[config.mk]
export PLATFORM = sky130hd
export DESIGN_NAME = can_bit_destuff_ctrl
export DESIGN_NICKNAME = d
export VERILOG_FILES = /design/src/rtl/can_bit_destuff_ctrl.sv
export SDC_FILE = /design/constraint.sdc
export NUM_CORES = 1
export LEC_CHECK = 0
export BUFFER_PORTS_ARGS = -buffer_cell sky130_fd_sc_hd__buf_2
export CAP_MARGIN = 15
export CORE_UTILIZATION = 50
export DETAILED_ROUTE_END_ITERATION = 10
export GPL_TIMING_DRIVEN = 0
export PLACE_DENSITY = 0.7
export SLEW_MARGIN = 20
export SYNTH_ARGS = -nofsm -noshare
export SYNTH_HDL_FRONTEND = slang
export SYNTH_SLANG_ARGS = --single-unit
[constraint.sdc]
create_clock -name clk -period 2.4 [get_ports clk]
set_input_delay 0.12 -clock clk [delete_from_list [all_inputs] [get_ports clk]]
set_output_delay 0.12 -clock clk [all_outputs]
set_load 0.02 [all_outputs]
[src/rtl/can_bit_destuff_ctrl.sv]
// rtl/can_bit_destuff_ctrl.sv - CAN/CAN-FD receive destuffer: drops dynamic and fixed stuff bits, flags stuff errors
module can_bit_destuff_ctrl #(
    parameter int STUFF_LEN = 5,
    parameter int FIXED_LEN = 4,
    parameter int CNT_W     = 3
) (
    input  logic             clk,
    input  logic             rst_n,
    input  logic             sample_point,
    input  logic             bit_in,
    input  logic             frame_start,
    input  logic             stuff_en,
    input  logic             fixed_mode,
    output logic             bit_out,
    output logic             bit_valid,
    output logic             stuff_removed,
    output logic             stuff_err,
    output logic             err_lock,
    output logic [CNT_W-1:0] stuff_cnt
);
    localparam logic [3:0] STUFF_L = 4'(STUFF_LEN);
    localparam logic [3:0] FIXED_L = 4'(FIXED_LEN);

    logic             last_bit, fix_pend, fixed_q;
    logic [3:0]       run_len, fix_cnt;

    // c_* is the state this sample sees: frame_start clears it before the bit is processed
    logic             c_last, c_fpend, c_fixed, c_lock;
    logic [3:0]       c_run, c_fcnt;
    logic [CNT_W-1:0] c_cnt;

    logic             last_n, fpend_n, fixed_n, lock_n, out_n, valid_n, rem_n, err_n;
    logic [3:0]       run_n, fcnt_n;
    logic [CNT_W-1:0] cnt_n;
    logic             pend_eff;

    always_comb begin
        c_last  = frame_start ? 1'b1 : last_bit;
        c_run   = frame_start ? 4'd0 : run_len;
        c_fcnt  = frame_start ? 4'd0 : fix_cnt;
        c_fpend = frame_start ? 1'b0 : fix_pend;
        c_fixed = frame_start ? 1'b0 : fixed_q;
        c_lock  = frame_start ? 1'b0 : err_lock;
        c_cnt   = frame_start ? '0   : stuff_cnt;

        last_n   = c_last;
        run_n    = c_run;
        fcnt_n   = c_fcnt;
        fpend_n  = c_fpend;
        fixed_n  = c_fixed;
        lock_n   = c_lock;
        cnt_n    = c_cnt;
        out_n    = bit_out;
        valid_n  = 1'b0;
        rem_n    = 1'b0;
        err_n    = 1'b0;
        pend_eff = 1'b0;

        if (sample_point && !c_lock) begin
            if (!stuff_en) begin
                valid_n = 1'b1;
                out_n   = bit_in;
                run_n   = 4'd0;
                fcnt_n  = 4'd0;
                fpend_n = 1'b0;
                fixed_n = 1'b0;
                last_n  = bit_in;
            end else if (fixed_mode) begin
                // entering fixed mode makes the very first fixed-mode bit a stuff bit
                pend_eff = c_fpend || !c_fixed;
                fixed_n  = 1'b1;
                run_n    = 4'd0;
                last_n   = bit_in;
                if (pend_eff) begin
                    if (bit_in != c_last) begin
                        rem_n   = 1'b1;
                        fcnt_n  = 4'd0;
                        fpend_n = 1'b0;
                    end else begin
                        err_n   = 1'b1;
                        lock_n  = 1'b1;
                        fpend_n = 1'b1;
                    end
                end else begin
                    valid_n = 1'b1;
                    out_n   = bit_in;
                    fcnt_n  = c_fcnt + 4'd1;
                    if (c_fcnt + 4'd1 == FIXED_L)
                        fpend_n = 1'b1;
                end
            end else begin
                fixed_n = 1'b0;
                fcnt_n  = 4'd0;
                fpend_n = 1'b0;
                if (c_run < STUFF_L) begin
                    valid_n = 1'b1;
                    out_n   = bit_in;
                    run_n   = (bit_in == c_last && c_run != 4'd0) ? c_run + 4'd1 : 4'd1;
                    last_n  = bit_in;
                end else if (bit_in != c_last) begin
                    rem_n  = 1'b1;
                    cnt_n  = c_cnt + CNT_W'(1);
                    run_n  = 4'd1;
                    last_n = bit_in;
                end else begin
                    err_n  = 1'b1;
                    lock_n = 1'b1;
                end
            end
        end
    end

    always_ff @(posedge clk or negedge rst_n) begin
        if (!rst_n) begin
            bit_out       <= 1'b1;
            bit_valid     <= 1'b0;
            stuff_removed <= 1'b0;
            stuff_err     <= 1'b0;
            err_lock      <= 1'b0;
            stuff_cnt     <= '0;
            last_bit      <= 1'b1;
            run_len       <= 4'd0;
            fix_cnt       <= 4'd0;
            fix_pend      <= 1'b0;
            fixed_q       <= 1'b0;
        end else begin
            bit_out       <= out_n;
            bit_valid     <= valid_n;
            stuff_removed <= rem_n;
            stuff_err     <= err_n;
            err_lock      <= lock_n;
            stuff_cnt     <= cnt_n;
            last_bit      <= last_n;
            run_len       <= run_n;
            fix_cnt       <= fcnt_n;
            fix_pend      <= fpend_n;
            fixed_q       <= fixed_n;
        end
    end
endmodule
==> flow_summary_export.csv <==
group,metric,value,unit
route,drt_iter0_markers,23,
place,portBuffers,14,
logic_synthesis,synth_cell_type_count,43,
worst_setup_path,required,2.60,ns
layout,area_growth_syn_to_layout,13.3,%
route,drt-total-wl,2260,microns
run,drv_cap,0,
grt,grt_max_degree,20,
worst_setup_path,ff2ff_setup_slack,0.23,ns
grt,grt_pass1_vias,914,
grt,overflow,0,
layout,nNetsFinal,143,
sta,setup_tns,0,ns
worst_setup_path,slowest_delay,0.40,ns
hold_path,hold_path_class,"in -> reg",
layout,fin_cells,159,
worst_setup_path,startpoint,"run_len[0]$_DFF_PN0_",
worst_setup_path,crit_cells,7,
floorplanning,die-area,0.00235,sq mm
place,place.gp.congestion,0.821,
sta,fin_worst_skew,0.00699,ns
floorplanning,die_h,48.5,microns
worst_setup_path,rr_worst_depth,7,
layout,diodes,0,
worst_setup_path,rr_startpoint,"run_len[0]$_DFF_PN0_",
cts,root_buffer,"clkbuf_4",
layout,top_regs,"fix_cnt: 4 flops, run_len: 4 flops, stuff_cnt: 3 flops",
logic_synthesis,synth-async-reset-ratio,100,%
logic_synthesis,syn_avg_cell_area,9.57,sq um
pwr,p_int,430,uW
cts,cts_buffers,3,
layout,drive_gt1_share,22.0,%
logic_synthesis,yosysWarnings,0,
status,status,"finished clean",
grt,grt_first_pass_wirelength,3980,microns
sta,setup_viol,0,
worst_setup_path,end_kind,"flip-flop",
floorplanning,core_area,0.00200,sq mm
cts,clk_latency,0.31,ns
worst_setup_path,cp_top_family,"simple AND/OR/NAND/NOR gates",
route,firstDrtPassIters,4,
pwr,max-vdd-ir-drop,0.000271,V
logic_synthesis,yosysTopAreaCell,"dfrtp_1",
sta,fin_ws,0.235,ns
route,ant_nets,0,
route,highest_layer,"met4",
sta,clock.fmax,462,MHz
logic_synthesis,synth_commonest_cells,"17 x dfrtp_1, 9 x nand2_1, 8 x nand3_1, 6 x nor2_1, 6 x nor2b_1",
layout,register_area,478,sq um
logic_synthesis,synthFlopType,"dfrtp_1",
floorplanning,rows,16,
grt,grt.total_usage,21.9,%
cts,post-cts-setup-buffer-count,0,
pwr,power.density,494,mW/mm^2
logic_synthesis,ys_seq_elements,19,
worst_setup_path,cp.arrival,2.37,ns
floorplanning,die_w,48.5,microns
layout,fillCellCount,181,
pwr,seq_power_share,56.2,%
worst_setup_path,slowest_stage,"dfrtp_1",
sta,grt_setup_unrepaired,"no",
pwr,p_switching,175,uW
worst_setup_path,critPathKind,"reg -> reg",
layout,multi_input_area,569,sq um
route,routed-wl-met3,107,microns
cts,cts.clk_slew.worst_paths,0.12,ns
place,place_inst,154,
logic_synthesis,synth_edf_count,0,
logic_synthesis,synth_cells,113,
logic_synthesis,yosysMostFrequentCell,"dfrtp_1",
worst_setup_path,crit_buf_inv,1,
logic_synthesis,netlist.area_leader.share,39.4,%
pwr,clkPwrFrac,28.3,%
cts,clockBufferDepth,2,
logic_synthesis,synth_nets,123,
logic_synthesis,synth.area.top_cells,"dfrtp_1 39%, dfstp_2 4.9%, nand3_1 3.7%",
sta,min_period,2.17,ns
worst_setup_path,r2r-end,"stuff_cnt[1]$_DFF_PN0_",
layout,fin_util,61.2,%
cts,clock-sinks,19,
sta,max_slew_margin,72.4,%
place,dp_slack,0.160,ns
worst_setup_path,startpoint_type,"flip-flop",
sta,worst_pin_slew,0.414,ns
sta,timing_hold_violations_final,0,
grt,antenna_found_initial,0,
worst_setup_path,worstPathCellList,"nor2b_1 -> inv_1 -> ha_1 -> nand2b_1 -> a211o_1 -> nor3_4 -> mux2_1",
sta,finalCritPeriodShare,90.2,%
sta,slew_violations,0,
worst_setup_path,endpoint,"stuff_cnt[1]$_DFF_PN0_",
floorplanning,io_pins,15,
logic_synthesis,netlist_area,0.00108,sq mm
route,drt-vias-per-instance,5.72,
logic_synthesis,seq_area_frac_synth,44.2,%
route,m1WireLength,1100,microns
pwr,swShare,28.9,%
route,vias,910,
place,hpwl,1690,microns
route,avgRoutedWirePerCell,14.2,microns
pwr,p_comb_share,15.4,%
cts,cts_max_level,1,
worst_setup_path,critPathMaxFanout,5,
route,drc,0,
floorplanning,start_util,54.0,%
route,dr_wl_met2,1020,microns
cts,cts_tree,"yes",
pwr,power.leakage,0.592,nW
[worst min path at each step]
stage	start	end	slack, ns	cells after the start
after detailed placement	rst_n	stuff_cnt[2]$_DFF_PN0_	0.08	1
final	bit_in	last_bit$_DFF_PN1_	0.07	3
after floorplan	rst_n	bit_valid$_DFF_PN0_	-0.18	0
after global routing	bit_in	bit_out$_DFFE_PN1P_	0.06	2
after CTS	bit_in	last_bit$_DFF_PN1_	0.06	3
after global placement	rst_n	stuff_cnt[2]$_DFF_PN0_	0.08	1
[layout make-up]
class,instances,share of cell area [%]
clock buffer,3,1.84
buffer,3,1.23
multi-input combinational,86,46.5
timing repair buffer,15,6.54
inverter,5,1.53
clock inverter,1,0.613
sequential,19,39.0
tap,27,2.76
[power groups by stage]
| stage | Clock [mW] | Combinational, mW | Sequential (mW) |
|---|---|---|---|
| 2_1_floorplan | 0 | 0.0515 | 0.353 |
| 3_3_place_gp | 0 | 0.0910 | 0.346 |
| 3_5_place_dp | 0 | 0.0928 | 0.347 |
| 4_1_cts | 0.180 | 0.0941 | 0.340 |
| 5_1_grt | 0.196 | 0.104 | 0.342 |
| 6_report | 0.172 | 0.0933 | 0.340 |
[kinds of logic after synthesis]
logic type	Yosys count	share of synthesized area [%]
and+or+nand+nor	53	28.0
muxes	3	3.01
DFF	19	44.2
buffers and inverters	8	3.12
AOI/OAI and AO/OA	25	16.6
adders and majority gates	3	3.47
xor gates and xnor gates	2	1.62
[placed cells by master, fill, tap and decap left out, drive strengths merged, types with 2 or more instances in the layout]
cell type	instances
nor3	6
nand4	3
nand3	8
a31o	2
a221oi	2
or3	2
o21ai	8
buf	17
a31oi	2
dfstp	2
nand2	10
clkbuf	3
dfrtp	17
ha	3
nand2b	4
nor2	6
nor2b	6
inv	5
mux2	2
and2	5
a21oi	2
[worst reg2reg max path, stage by stage (launching register included)]
cell and delay, ns:
dfrtp_1 0.40, nor2b_1 0.24, inv_1 0.07, ha_1 0.24, nand2b_1 0.18, a211o_1 0.39
nor3_4 0.19, mux2_1 0.34
[metrics by stage]
step           hold slack, ns  area (sq um)  power, mW
6_report               0.0663          1220      0.605
5_1_grt                0.0573          1220      0.641
4_1_cts                0.0622          1220      0.614
3_5_place_dp           0.0829          1180      0.439
3_3_place_gp           0.0781          1180      0.437
2_1_floorplan          -0.176          1080      0.405
[layer usage]
metal	global-route usage, %	vias up
li1	-	445
met1	31.1	433
met2	34.7	28
met3	3.14	4
met4	7.35	0
met5	0	-
[timing repair]
item | CTS | global route
hold endpoints to repair | 17 | 0
gates resized for setup | 0 | 0
hold buffers | 1 | 0
Note: power is estimated with default switching activity, not from simulation.
